$ cat config.mk
export PLATFORM = sky130hd
export DESIGN_NAME = mac_array_ctrl_flat
export DESIGN_NICKNAME = d
export VERILOG_FILES = /design/src/rtl/mac_array_ctrl_pkg.sv /design/src/rtl/mac_array_ctrl_if.sv /design/src/rtl/mac_array_ctrl_skew_buffer.sv /design/src/rtl/mac_array_ctrl.sv /design/src/flat_wrapper.sv
export SDC_FILE = /design/constraint.sdc
export NUM_CORES = 2
export LEC_CHECK = 0
export CAP_MARGIN = 0
export CORE_AREA = 2 2 329 331
export CTS_CLUSTER_SIZE = 28
export DETAILED_ROUTE_END_ITERATION = 6
export DIE_AREA = 0 0 331 333
export GPL_TIMING_DRIVEN = 0
export PLACE_DENSITY_LB_ADDON = 0.3
export SLEW_MARGIN = 20
export SYNTH_ARGS = -nofsm -noshare
export SYNTH_HDL_FRONTEND = slang
export SYNTH_SLANG_ARGS = --single-unit
$ cat constraint.sdc
create_clock -name clk -period 5.3 [get_ports clk]
set_input_delay 0.53 -clock clk [delete_from_list [all_inputs] [get_ports clk]]
set_output_delay 0.53 -clock clk [all_outputs]
set_load 0.05 [all_outputs]
$ cat src/rtl/mac_array_ctrl_pkg.sv
// Shared definitions for the MAC array controller: FSM state encoding and
// the default geometry / width constants used by the top and its interface.
package mac_array_pkg;

  localparam int DEF_MAC_ROW        = 16;
  localparam int DEF_MAC_COL        = 16;
  localparam int DEF_IFMAP_BITWIDTH = 16;
  localparam int DEF_W_BITWIDTH     = 8;
  localparam int DEF_ADDR_W         = 10;

  typedef enum logic [2:0] {
    IDLE,
    WLOAD,
    STREAM,
    DRAIN,
    DONE
  } state_t;

endpackage

$ cat src/rtl/mac_array_ctrl_if.sv
// Buffer read bus between the controller and its weight / ifmap buffers.
// Both buffers return data one cycle after the read strobe.
interface mac_array_ctrl_if
  import mac_array_pkg::*;
#(
  parameter int MAC_ROW        = DEF_MAC_ROW,
  parameter int MAC_COL        = DEF_MAC_COL,
  parameter int IFMAP_BITWIDTH = DEF_IFMAP_BITWIDTH,
  parameter int W_BITWIDTH     = DEF_W_BITWIDTH,
  parameter int ADDR_W         = DEF_ADDR_W
) ();

  logic                              w_rd_en_out;
  logic [ADDR_W-1:0]                 w_rd_addr_out;
  logic [MAC_COL*W_BITWIDTH-1:0]     w_rd_data_in;
  logic                              ifmap_rd_en_out;
  logic [ADDR_W-1:0]                 ifmap_rd_addr_out;
  logic [MAC_ROW*IFMAP_BITWIDTH-1:0] ifmap_rd_data_in;

  // Controller side: issues strobes/addresses, receives read data.
  modport master (
    output w_rd_en_out, w_rd_addr_out, ifmap_rd_en_out, ifmap_rd_addr_out,
    input  w_rd_data_in, ifmap_rd_data_in
  );

  // Buffer side: accepts strobes/addresses, returns read data.
  modport slave (
    input  w_rd_en_out, w_rd_addr_out, ifmap_rd_en_out, ifmap_rd_addr_out,
    output w_rd_data_in, ifmap_rd_data_in
  );

endinterface

$ cat src/rtl/mac_array_ctrl_skew_buffer.sv
// Fixed-length delay line used to skew one ifmap lane. DEPTH=0 is a plain
// wire so lane 0 adds no delay beyond the buffer read latency.
module skew_buffer #(
  parameter int DEPTH = 1,
  parameter int WIDTH = 8
) (
  input  logic             clk,
  input  logic             rst,
  input  logic [WIDTH-1:0] din,
  output logic [WIDTH-1:0] dout
);

  generate
    if (DEPTH == 0) begin : g_pass
      assign dout = din;
    end else begin : g_dly
      logic [WIDTH-1:0] stage_reg [DEPTH];

      // Shift the lane one stage per cycle; reset clears every stage.
      always_ff @(posedge clk) begin
        if (rst) begin
          for (int i = 0; i < DEPTH; i++) stage_reg[i] <= '0;
        end else begin
          stage_reg[0] <= din;
          for (int i = 1; i < DEPTH; i++) stage_reg[i] <= stage_reg[i-1];
        end
      end

      assign dout = stage_reg[DEPTH-1];
    end
  endgenerate

endmodule

$ cat src/rtl/mac_array_ctrl.sv
// Tile sequencer for a weight-stationary MAC array: preloads MAC_ROW weight
// rows, streams N ifmap vectors with a per-row diagonal skew, then waits for
// N ofmap results from the last column before signalling completion.
module mac_array_ctrl
  import mac_array_pkg::*;
#(
  parameter int MAC_ROW        = DEF_MAC_ROW,
  parameter int MAC_COL        = DEF_MAC_COL,
  parameter int IFMAP_BITWIDTH = DEF_IFMAP_BITWIDTH,
  parameter int W_BITWIDTH     = DEF_W_BITWIDTH,
  parameter int ADDR_W         = DEF_ADDR_W
) (
  input  logic                              clk,
  input  logic                              rst,
  input  logic                              start_in,
  input  logic [ADDR_W-1:0]                 num_vec_in,
  output logic                              busy_out,
  output logic                              done_out,
  mac_array_ctrl_if.master                  buf_if,
  output logic                              w_prefetch_out,
  output logic                              w_enable_out,
  output logic [MAC_COL*W_BITWIDTH-1:0]     w_data_out,
  output logic                              ifmap_start_out,
  output logic [MAC_ROW-1:0]                ifmap_enable_out,
  output logic [MAC_ROW*IFMAP_BITWIDTH-1:0] ifmap_data_out,
  input  logic [MAC_COL-1:0]                ofmap_valid_in
);

  localparam logic [ADDR_W-1:0] ROW_LAST = ADDR_W'(MAC_ROW);

  state_t            state_reg, state_next;
  logic [ADDR_W-1:0] cnt_reg, cnt_next;
  logic [ADDR_W-1:0] nvec_reg, nvec_next;
  logic [ADDR_W:0]   ofm_cnt_reg, ofm_cnt_next;
  logic [ADDR_W:0]   ofm_cnt_inc;
  logic              ofm_reached;
  logic              w_rd_en, ifmap_rd_en;
  logic              w_en_d_reg, ifmap_vld_reg, ifmap_start_reg;

  // Only the last column's valid marks a finished ofmap vector.
  logic unused_ofmap;
  assign unused_ofmap = ^ofmap_valid_in;

  assign ofm_cnt_inc = ofm_cnt_reg + (ADDR_W+1)'(ofmap_valid_in[MAC_COL-1]);
  assign ofm_reached = ofm_cnt_inc >= {1'b0, nvec_reg};

  // State, counters and latched vector count.
  always_ff @(posedge clk) begin
    if (rst) begin
      state_reg   <= IDLE;
      cnt_reg     <= '0;
      nvec_reg    <= '0;
      ofm_cnt_reg <= '0;
    end else begin
      state_reg   <= state_next;
      cnt_reg     <= cnt_next;
      nvec_reg    <= nvec_next;
      ofm_cnt_reg <= ofm_cnt_next;
    end
  end

  // Next-state, counter updates and buffer read strobes.
  always_comb begin
    state_next   = state_reg;
    cnt_next     = cnt_reg;
    nvec_next    = nvec_reg;
    ofm_cnt_next = ofm_cnt_reg;
    w_rd_en      = 1'b0;
    ifmap_rd_en  = 1'b0;
    busy_out     = 1'b1;
    done_out     = 1'b0;
    case (state_reg)
      IDLE: begin
        busy_out     = 1'b0;
        cnt_next     = '0;
        ofm_cnt_next = '0;
        if (start_in && (num_vec_in != '0)) begin
          nvec_next  = num_vec_in;
          state_next = WLOAD;
        end
      end
      WLOAD: begin
        // One extra cycle after the last read lets the final row land.
        if (cnt_reg == ROW_LAST) begin
          cnt_next   = '0;
          state_next = STREAM;
        end else begin
          w_rd_en  = 1'b1;
          cnt_next = cnt_reg + ADDR_W'(1);
        end
      end
      STREAM: begin
        ifmap_rd_en  = 1'b1;
        ofm_cnt_next = ofm_cnt_inc;
        if (cnt_reg == nvec_reg - ADDR_W'(1)) begin
          cnt_next   = '0;
          state_next = ofm_reached ? DONE : DRAIN;
        end else begin
          cnt_next = cnt_reg + ADDR_W'(1);
        end
      end
      DRAIN: begin
        ofm_cnt_next = ofm_cnt_inc;
        if (ofm_reached) state_next = DONE;
      end
      DONE: begin
        done_out   = 1'b1;
        state_next = IDLE;
      end
      default: state_next = IDLE;
    endcase
  end

  // Align array-side qualifiers with the one-cycle buffer read latency.
  always_ff @(posedge clk) begin
    if (rst) begin
      w_en_d_reg      <= 1'b0;
      ifmap_vld_reg   <= 1'b0;
      ifmap_start_reg <= 1'b0;
    end else begin
      w_en_d_reg      <= w_rd_en;
      ifmap_vld_reg   <= ifmap_rd_en;
      ifmap_start_reg <= ifmap_rd_en && (cnt_reg == '0);
    end
  end

  assign buf_if.w_rd_en_out       = w_rd_en;
  assign buf_if.w_rd_addr_out     = w_rd_en ? cnt_reg : '0;
  assign buf_if.ifmap_rd_en_out   = ifmap_rd_en;
  assign buf_if.ifmap_rd_addr_out = ifmap_rd_en ? cnt_reg : '0;

  assign w_enable_out    = w_en_d_reg;
  assign w_prefetch_out  = w_en_d_reg;
  assign w_data_out      = w_en_d_reg ? buf_if.w_rd_data_in : '0;
  assign ifmap_start_out = ifmap_start_reg;

  // Lane r carries its valid bit alongside the data through r skew stages.
  genvar gi;
  generate
    for (gi = 0; gi < MAC_ROW; gi++) begin : g_lane
      logic [IFMAP_BITWIDTH:0] lane_din, lane_dout;

      assign lane_din = {ifmap_vld_reg,
                         ifmap_vld_reg ? buf_if.ifmap_rd_data_in[gi*IFMAP_BITWIDTH +: IFMAP_BITWIDTH]
                                       : {IFMAP_BITWIDTH{1'b0}}};

      skew_buffer #(
        .DEPTH (gi),
        .WIDTH (IFMAP_BITWIDTH + 1)
      ) u_skew (
        .clk  (clk),
        .rst  (rst),
        .din  (lane_din),
        .dout (lane_dout)
      );

      assign ifmap_enable_out[gi] = lane_dout[IFMAP_BITWIDTH];
      assign ifmap_data_out[gi*IFMAP_BITWIDTH +: IFMAP_BITWIDTH] =
        lane_dout[IFMAP_BITWIDTH] ? lane_dout[IFMAP_BITWIDTH-1:0] : {IFMAP_BITWIDTH{1'b0}};
    end
  endgenerate

endmodule

$ cat src/flat_wrapper.sv
// flat-port wrapper written by rule: the top's interface ports become plain ports
module mac_array_ctrl_flat import mac_array_pkg::*;
#(
  parameter int MAC_ROW        = DEF_MAC_ROW,
  parameter int MAC_COL        = DEF_MAC_COL,
  parameter int IFMAP_BITWIDTH = DEF_IFMAP_BITWIDTH,
  parameter int W_BITWIDTH     = DEF_W_BITWIDTH,
  parameter int ADDR_W         = DEF_ADDR_W
)
  (clk, rst, start_in, num_vec_in, busy_out, done_out, w_prefetch_out, w_enable_out, w_data_out, ifmap_start_out, ifmap_enable_out, ifmap_data_out, ofmap_valid_in, buf_if_w_rd_en_out, buf_if_w_rd_addr_out, buf_if_ifmap_rd_en_out, buf_if_ifmap_rd_addr_out, buf_if_w_rd_data_in, buf_if_ifmap_rd_data_in);
  mac_array_ctrl_if #(.MAC_ROW(MAC_ROW), .MAC_COL(MAC_COL), .IFMAP_BITWIDTH(IFMAP_BITWIDTH), .W_BITWIDTH(W_BITWIDTH), .ADDR_W(ADDR_W)) buf_if_i ();
  input  logic clk;
  input  logic rst;
  input  logic start_in;
  input  logic [ADDR_W-1:0] num_vec_in;
  output logic busy_out;
  output logic done_out;
  output logic w_prefetch_out;
  output logic w_enable_out;
  output logic [MAC_COL*W_BITWIDTH-1:0] w_data_out;
  output logic ifmap_start_out;
  output logic [MAC_ROW-1:0] ifmap_enable_out;
  output logic [MAC_ROW*IFMAP_BITWIDTH-1:0] ifmap_data_out;
  input  logic [MAC_COL-1:0] ofmap_valid_in;
  output wire logic [$bits(buf_if_i.w_rd_en_out)-1:0] buf_if_w_rd_en_out;
  output wire logic [$bits(buf_if_i.w_rd_addr_out)-1:0] buf_if_w_rd_addr_out;
  output wire logic [$bits(buf_if_i.ifmap_rd_en_out)-1:0] buf_if_ifmap_rd_en_out;
  output wire logic [$bits(buf_if_i.ifmap_rd_addr_out)-1:0] buf_if_ifmap_rd_addr_out;
  input wire logic [$bits(buf_if_i.w_rd_data_in)-1:0] buf_if_w_rd_data_in;
  input wire logic [$bits(buf_if_i.ifmap_rd_data_in)-1:0] buf_if_ifmap_rd_data_in;
  assign buf_if_w_rd_en_out = buf_if_i.w_rd_en_out;
  assign buf_if_w_rd_addr_out = buf_if_i.w_rd_addr_out;
  assign buf_if_ifmap_rd_en_out = buf_if_i.ifmap_rd_en_out;
  assign buf_if_ifmap_rd_addr_out = buf_if_i.ifmap_rd_addr_out;
  assign buf_if_i.w_rd_data_in = buf_if_w_rd_data_in;
  assign buf_if_i.ifmap_rd_data_in = buf_if_ifmap_rd_data_in;
  mac_array_ctrl #(.MAC_ROW(MAC_ROW), .MAC_COL(MAC_COL), .IFMAP_BITWIDTH(IFMAP_BITWIDTH), .W_BITWIDTH(W_BITWIDTH), .ADDR_W(ADDR_W)) u_core (.clk(clk), .rst(rst), .start_in(start_in), .num_vec_in(num_vec_in), .busy_out(busy_out), .done_out(done_out), .buf_if(buf_if_i), .w_prefetch_out(w_prefetch_out), .w_enable_out(w_enable_out), .w_data_out(w_data_out), .ifmap_start_out(ifmap_start_out), .ifmap_enable_out(ifmap_enable_out), .ifmap_data_out(ifmap_data_out), .ofmap_valid_in(ofmap_valid_in));
endmodule
# Word level (Yosys, flattened, before mapping)
# Memory sizes are Yosys's and may differ from the RTL's.
# Index checks and enable logic that the tools add are counted.
dict set report totals {
  n_memories 15
  ram_bits 2040
  output_inout_bits 427
  reg_bits 37
}
dict set report classes {
  bitwise 119
  reduce_logical 11
  n_addsub 3
  mux 173
  order_cmp 1
  n_eq_ne 10
}
# memory words width read_ports rd_clocked_by_memory_dff write_ports line
set mem_list {}
lappend mem_list {{u_core.g_lane[15].u_skew.g_dly.stage_reg} 15 17 15 0 15 mac_array_ctrl_skew_buffer.sv:17} ;# logic [WIDTH-1:0] stage_reg [DEPTH];
lappend mem_list {{u_core.g_lane[14].u_skew.g_dly.stage_reg} 14 17 14 0 14 mac_array_ctrl_skew_buffer.sv:17}
lappend mem_list {{u_core.g_lane[13].u_skew.g_dly.stage_reg} 13 17 13 0 13 mac_array_ctrl_skew_buffer.sv:17}
lappend mem_list {{u_core.g_lane[12].u_skew.g_dly.stage_reg} 12 17 12 0 12 mac_array_ctrl_skew_buffer.sv:17}
lappend mem_list {{u_core.g_lane[11].u_skew.g_dly.stage_reg} 11 17 11 0 11 mac_array_ctrl_skew_buffer.sv:17}
lappend mem_list {{u_core.g_lane[10].u_skew.g_dly.stage_reg} 10 17 10 0 10 mac_array_ctrl_skew_buffer.sv:17}
lappend mem_list {{+9 memories} -- -- -- -- -- --}
# cell count
set op_table {}
lappend op_table {{$mux W17} 120}
lappend op_table {{$mux W16} 31}
lappend op_table {{$mux W128} 1}
lappend op_table {{$or A1 B1 Y1} 119}
lappend op_table {{$mux W10} 4}
lappend op_table {{$pmux W10 S3} 1}
lappend op_table {{$pmux W11 S2} 1}
lappend op_table {{$reduce_or A17 Y1} 1}
lappend op_table {{$mux W3} 5}
lappend op_table {{$pmux W3 S4} 1}
lappend op_table {{$add A11 B1 Y11} 1}
lappend op_table {{$ge A11 B10 Y1} 1}
lappend op_table {{$add A10 B1 Y10 const B} 1}
lappend op_table {{$eq A10 B10 Y1} 1}
lappend op_table {{$eq A10 B5 Y1 const B} 1}
lappend op_table {{$logic_not A10 Y1} 1}
lappend op_table {{$reduce_bool A10 Y1} 1}
lappend op_table {{$sub A10 B1 Y10 const B} 1}
lappend op_table {{$mux W1} 9}
lappend op_table {{$ne A2 B1 Y1 const B} 4}
lappend op_table {{$eq A3 B2 Y1 const B} 2}
lappend op_table {{$reduce_and A4 Y1} 1}
lappend op_table {{$eq A3 B1 Y1 const B} 1}
lappend op_table {{$eq A3 B3 Y1 const B} 1}
lappend op_table {{other kinds (6)} 7}

# Longest topological paths before layout
dict set report logic_depth {
  word_depth 5
  ltp_mapped 13
  ltp_nobuf 12
}

# Modules after synthesis
# Synthesis repeated with hierarchy kept, for this count alone.
dict set report hier_totals {
  hier_cells 5505
  hier_area_um2 63898.8
}
# module cells_each instances area_each_um2
set modules_own_cells {}
lappend modules_own_cells {{skew_buffer at u_core.g_lane[15].u_skew} 555 1 6967.9}
lappend modules_own_cells {mac_array_ctrl 1018 1 6725.2}
lappend modules_own_cells {{skew_buffer at u_core.g_lane[14].u_skew} 519 1 6507.5}
lappend modules_own_cells {{skew_buffer at u_core.g_lane[13].u_skew} 466 1 5923.2}
lappend modules_own_cells {{skew_buffer at u_core.g_lane[12].u_skew} 447 1 5592.9}
lappend modules_own_cells {{skew_buffer at u_core.g_lane[10].u_skew} 376 1 5073.6}
lappend modules_own_cells {{skew_buffer at u_core.g_lane[11].u_skew} 394 1 5044.8}
lappend modules_own_cells {{skew_buffer at u_core.g_lane[9].u_skew} 340 1 4729.5}
lappend modules_own_cells {{skew_buffer at u_core.g_lane[8].u_skew} 287 1 3679.8}
lappend modules_own_cells {{skew_buffer at u_core.g_lane[7].u_skew} 268 1 3348.2}
lappend modules_own_cells {{skew_buffer at u_core.g_lane[6].u_skew} 232 1 2869.0}
lappend modules_own_cells {{skew_buffer at u_core.g_lane[5].u_skew} 196 1 2439.8}
lappend modules_own_cells {{skew_buffer at u_core.g_lane[4].u_skew} 143 1 1836.8}
lappend modules_own_cells {{skew_buffer at u_core.g_lane[3].u_skew} 124 1 1492.7}
lappend modules_own_cells {{3 more rows} -- -- --}

# Worst setup path before layout
# No wires, ideal clock.
dict set report synth_path {
  kind {input port to flip-flop}
  from {input ofmap_valid_in[15]}
  to {register u_core.state_reg[0]}
  cell_stages 13
  path_slack_ns 2.609
  setup_ns 0.086
  t_required_ns 5.214
  n_path_buf 1
  arrival_ns 2.605
  path_cell_list {ha_1 -> ha_1 -> nand3_1 -> or2_2 -> clkbuf_1 -> nor2_1 -> xor2_1 -> ha_1 -> a211oi_1 -> o221ai_1 -> a21oi_1 -> nand2_1 -> a211oi_1}
}
dict set report synth_via {
  elab_chain_cells 5
}
# element line
set synth_lines {}
lappend synth_lines {{start, declared} flat_wrapper.sv:24} ;# input logic [MAC_COL-1:0] ofmap_valid_in;
lappend synth_lines {{$add A11 B1 Y11 (*)} mac_array_ctrl.sv:44} ;# assign ofm_cnt_inc = ofm_cnt_reg + (ADDR_W+1)'(ofmap_valid_in[MAC_COL-1]);
lappend synth_lines {{$ge A11 B10 Y1 (*)} mac_array_ctrl.sv:45} ;# assign ofm_reached = ofm_cnt_inc >= {1'b0, nvec_reg};
lappend synth_lines {{$mux W3} mac_array_ctrl.sv:97} ;# state_next = ofm_reached ? DONE : DRAIN;
lappend synth_lines {{$mux W3} mac_array_ctrl.sv:95} ;# if (cnt_reg == nvec_reg - ADDR_W'(1)) begin
lappend synth_lines {{$pmux W3 S4} mac_array_ctrl.sv:72} ;# case (state_reg)
lappend synth_lines {{end signal, assigned} mac_array_ctrl.sv:55} ;# state_reg <= state_next;
lappend synth_lines {{end, declared} mac_array_ctrl.sv:31} ;# state_t state_reg, state_next;
# Every way passes the cells marked *; elsewhere a longest branch is shown, timed or not. The select of a mux whose other input is x is not followed.
# A chain may end at the register's enable or synchronous reset.

# Worst setup path after layout
dict set report layout_path {
  from {register u_core.w_en_d_reg (netlist: u_core.w_enable_out)}
  to {output w_data_out[10]}
}
dict set report layout_via {
  elab_chain_cells 1
}
# element line
set layout_lines {}
lappend layout_lines {{start, declared} mac_array_ctrl.sv:38} ;# logic w_en_d_reg, ifmap_vld_reg, ifmap_start_reg;
lappend layout_lines {{start signal, assigned} mac_array_ctrl.sv:121} ;# w_en_d_reg <= w_rd_en;
lappend layout_lines {{$mux W128} mac_array_ctrl.sv:134} ;# assign w_data_out = w_en_d_reg ? buf_if.w_rd_data_in : '0;
lappend layout_lines {{end, declared} flat_wrapper.sv:20} ;# output logic [MAC_COL*W_BITWIDTH-1:0] w_data_out;
# Every way passes these cells.

==> qor.json <==
{
  "synth_fp_nets": 5271,
  "final_hold_viol_count": 0,
  "die_x_um": 331,
  "grt_antenna_before_repair": 36,
  "final_cell_count_no_fill": 7405,
  "synth-main-ff-cell": "dfxtp_1",
  "criticalPathCategory": "flip-flop to output pin",
  "grt_pass1_wl_um": 206000,
  "synth.lib_cells_used.distinct": 52,
  "dp_cells": 7070,
  "cts.htree.levels": 4,
  "cts.path.max_buffers": 3,
  "startpoint_type": "flip-flop",
  "clk_transition_reported_paths_ns": 0.06,
  "worstSetupEndpointType": "output pin",
  "tritoncts.num_buffers": 179,
  "io_buffer_count": 824,
  "clock_sink_count": 1972,
  "final.min_clock_period_ns": 4.33,
  "vertical_die_dimension_um": 333,
  "netlist_instances": 4842,
  "place.detailed.hpwl_um": 114000,
  "dieArea_um2": 110000,
  "async_reset_ff_share_pct": 0,
  "post_synth.cell_area_avg_um2": 11.7,
  "min-delay-path-class": "primary input to flip-flop",
  "whs_ns": 0.314,
  "grt_remaining_overflow": 0,
  "cts_tree": "built",
  "remaining_drc_errors": 0,
  "fmaxAchievable_mhz": 231,
  "place.gp.congestion": 0.991,
  "cp_slowest_stage_delay_ns": 1.14,
  "critical-path-slowest-cell": "clkdlybuf4s50_1",
  "grt_use_total_pct": 26.3,
  "finalCritPeriodShare_pct": 81.7,
  "drt_iter0_drc": 1556,
  "grt_pass1_vias": 31847,
  "slew_headroom_pct": 33.6,
  "timing_worst_slew_pin_value_ns": 0.994,
  "run_status": "complete, no violations",
  "timing.final.setup_violations": 0,
  "nets": 6277,
  "drive_above_1_share_pct": 5.64,
  "post_cts_resized": 0,
  "ios": 840,
  "post-cts-setup-buffers": 0,
  "setup_repair_after_global_routing_missed_its_margin": "false",
  "regToRegSetupSlack_ns": 2.12,
  "power.static_leakage_nw": 28.7,
  "coreArea_um2": 107000,
  "cts-hold-fix-buffers": 0,
  "most-common-layout-cells": "dfxtp_1, nor2b_1, clkdlybuf4s50_1",
  "power-per-cell-area_nw_per_um2": 422,
  "worst_ir_drop_vdd_mv": 0.256,
  "timing.clock.skew_ns": 0.0285,
  "worst_path_most_repeated_cell": "clkbuf_1",
  "area_growth_pct": 28.4,
  "post_synth_instance_area_um2": 56900,
  "setup-tns-final_ns": 0,
  "post_drt_wl_per_cell_um": 19.8,
  "largest_register_ffs": 1935,
  "vias": 33084,
  "number_of_synthesized_flops_with_an_enable_pin": 0,
  "fill_cells": 7708,
  "synth.ff_latch_count": 1972,
  "max_capacitance_violation_total": 0,
  "worstPathCellList": "clkbuf_1 > clkbuf_1 > and2_1 > clkdlybuf4s50_1",
  "max_fo_critical_path": 10,
  "routed_via_density": 4.47,
  "route.final.wire_length_um": 146000,
  "worstSkewPairLatency_ns": 0.77,
  "drt_first_pass_iters": 5,
  "rows": 120,
  "clock_tree.root_cell": "clkbuf_16",
  "initial_utilization_pct": 53.4,
  "maximum_number_of_pins_on_one_net_before_global_route_repair": 17,
  "cp_data_arrival_time_ns": 3.80,
  "synth_seq_area_share_pct": 69.4,
  "layout_commonest_cell": "dfxtp_1",
  "yosysWarnings": 0,
  "final-max-slew-violation-count": 0,
  "critical_path_required_ns": 4.77,
  "antenna_left": 0
}
[cells in the mapped netlist (all sizes together) (2+ instances only)]
library cell	n	area (um2)
a211oi	3	27.5
a21o	4	30.0
a21oi	25	148
a311oi	2	17.5
a31oi	8	56.3
and2	635	3970
and3	7	43.8
buf	23	174
clkbuf	261	981
dfxtp	1972	39500
ha	16	200
inv	21	78.8
mux2i	10	100
nand2	21	78.8
nand2b	7	43.8
nand3	18	90.1
nor2	26	97.6
nor2b	1698	10600
nor3	14	70.1
nor3b	3	22.5
nor4	10	83.8
o211ai	3	22.5
o21ai	9	48.8
or2b	3	22.5
or3	4	25.0
or3b	2	17.5
xnor2	13	114
xor2	11	96.3
[per-stage QoR]
stage	worst slack [ns]	utilization, %	area [um2]	power [mW]
floorplan	2.61	-	56900	16.9
global placement	1.14	62.7	66900	18.1
detailed placement	1.47	62.8	66900	18.1
CTS	0.958	68.5	73000	31.0
global route	0.832	68.5	73100	31.8
finish	0.972	68.5	73100	30.8
[layer usage]
| layer | part of all wire, % | GRT usage (%) |
|---|---|---|
| met1 | 41 | 32.0 |
| met2 | 46 | 42.6 |
| met3 | 10 | 9.88 |
| met4 | 2.9 | 8.73 |
| met5 | 0.072 | 0 |
[logic make-up (layout without fill, tap and decap cells)]
family,count (synthesis),after routing,share of synthesized area [%]
flops,1972,1972,69.4
compound gates,62,62,0.750
other cells,0,8,0
fa+ha+maj,16,16,0.352
simple gates,2453,2453,26.8
xor+xnor,24,24,0.370
mux,10,10,0.176
buf+inv,305,1457,2.17
[path summary, 6_finish.rpt]
kind | cells after the start | end | startpoint
setup / recovery | 4 | w_data_out[10] | u_core.w_enable_out$_SDFF_PP0_
setup reg to reg | 5 | u_core.g_lane[8].u_skew.g_dly.stage_reg[0][14]$_SDFF_PP0_ | u_core.ifmap_vld_reg$_SDFF_PP0_
hold / removal | 2 | u_core.g_lane[4].u_skew.g_dly.stage_reg[0][7]$_SDFF_PP0_ | buf_if_ifmap_rd_data_in[71]
hold reg to reg | 1 | u_core.g_lane[7].u_skew.g_dly.stage_reg[0][58]$_SDFF_PP0_ | u_core.g_lane[7].u_skew.g_dly.stage_reg[0][41]$_SDFF_PP0_
[report_power, final]
group	switching [mW]	total (mW)	internal (mW)
Clock	5.42	13.0	7.61
Combinational	1.72	2.64	0.921
Sequential	0.111	15.2	15.0
[critical path, delay by kind of cell (launching register included)]
kind | cells | cell delay [ns]
flip-flops | 1 | 0.54
buffers and inverters | 3 | 2.29
AND/OR/NAND/NOR | 1 | 0.20
[layout make-up]
type                       count  area, um2  area share [%]
multi-input combinational   2565      16200            22.1
sequential                  1972      39500            54.0
tap                         1403       1760            2.40
antenna                        8       20.0          0.0274
inverter                      21       78.8           0.108
clock inverter                67        877            1.20
timing repair buffer         825       8270            11.3
clock buffer                 260       5260            7.19
buffer                       284       1160            1.59
Note: power is estimated with default switching activity, not from simulation.
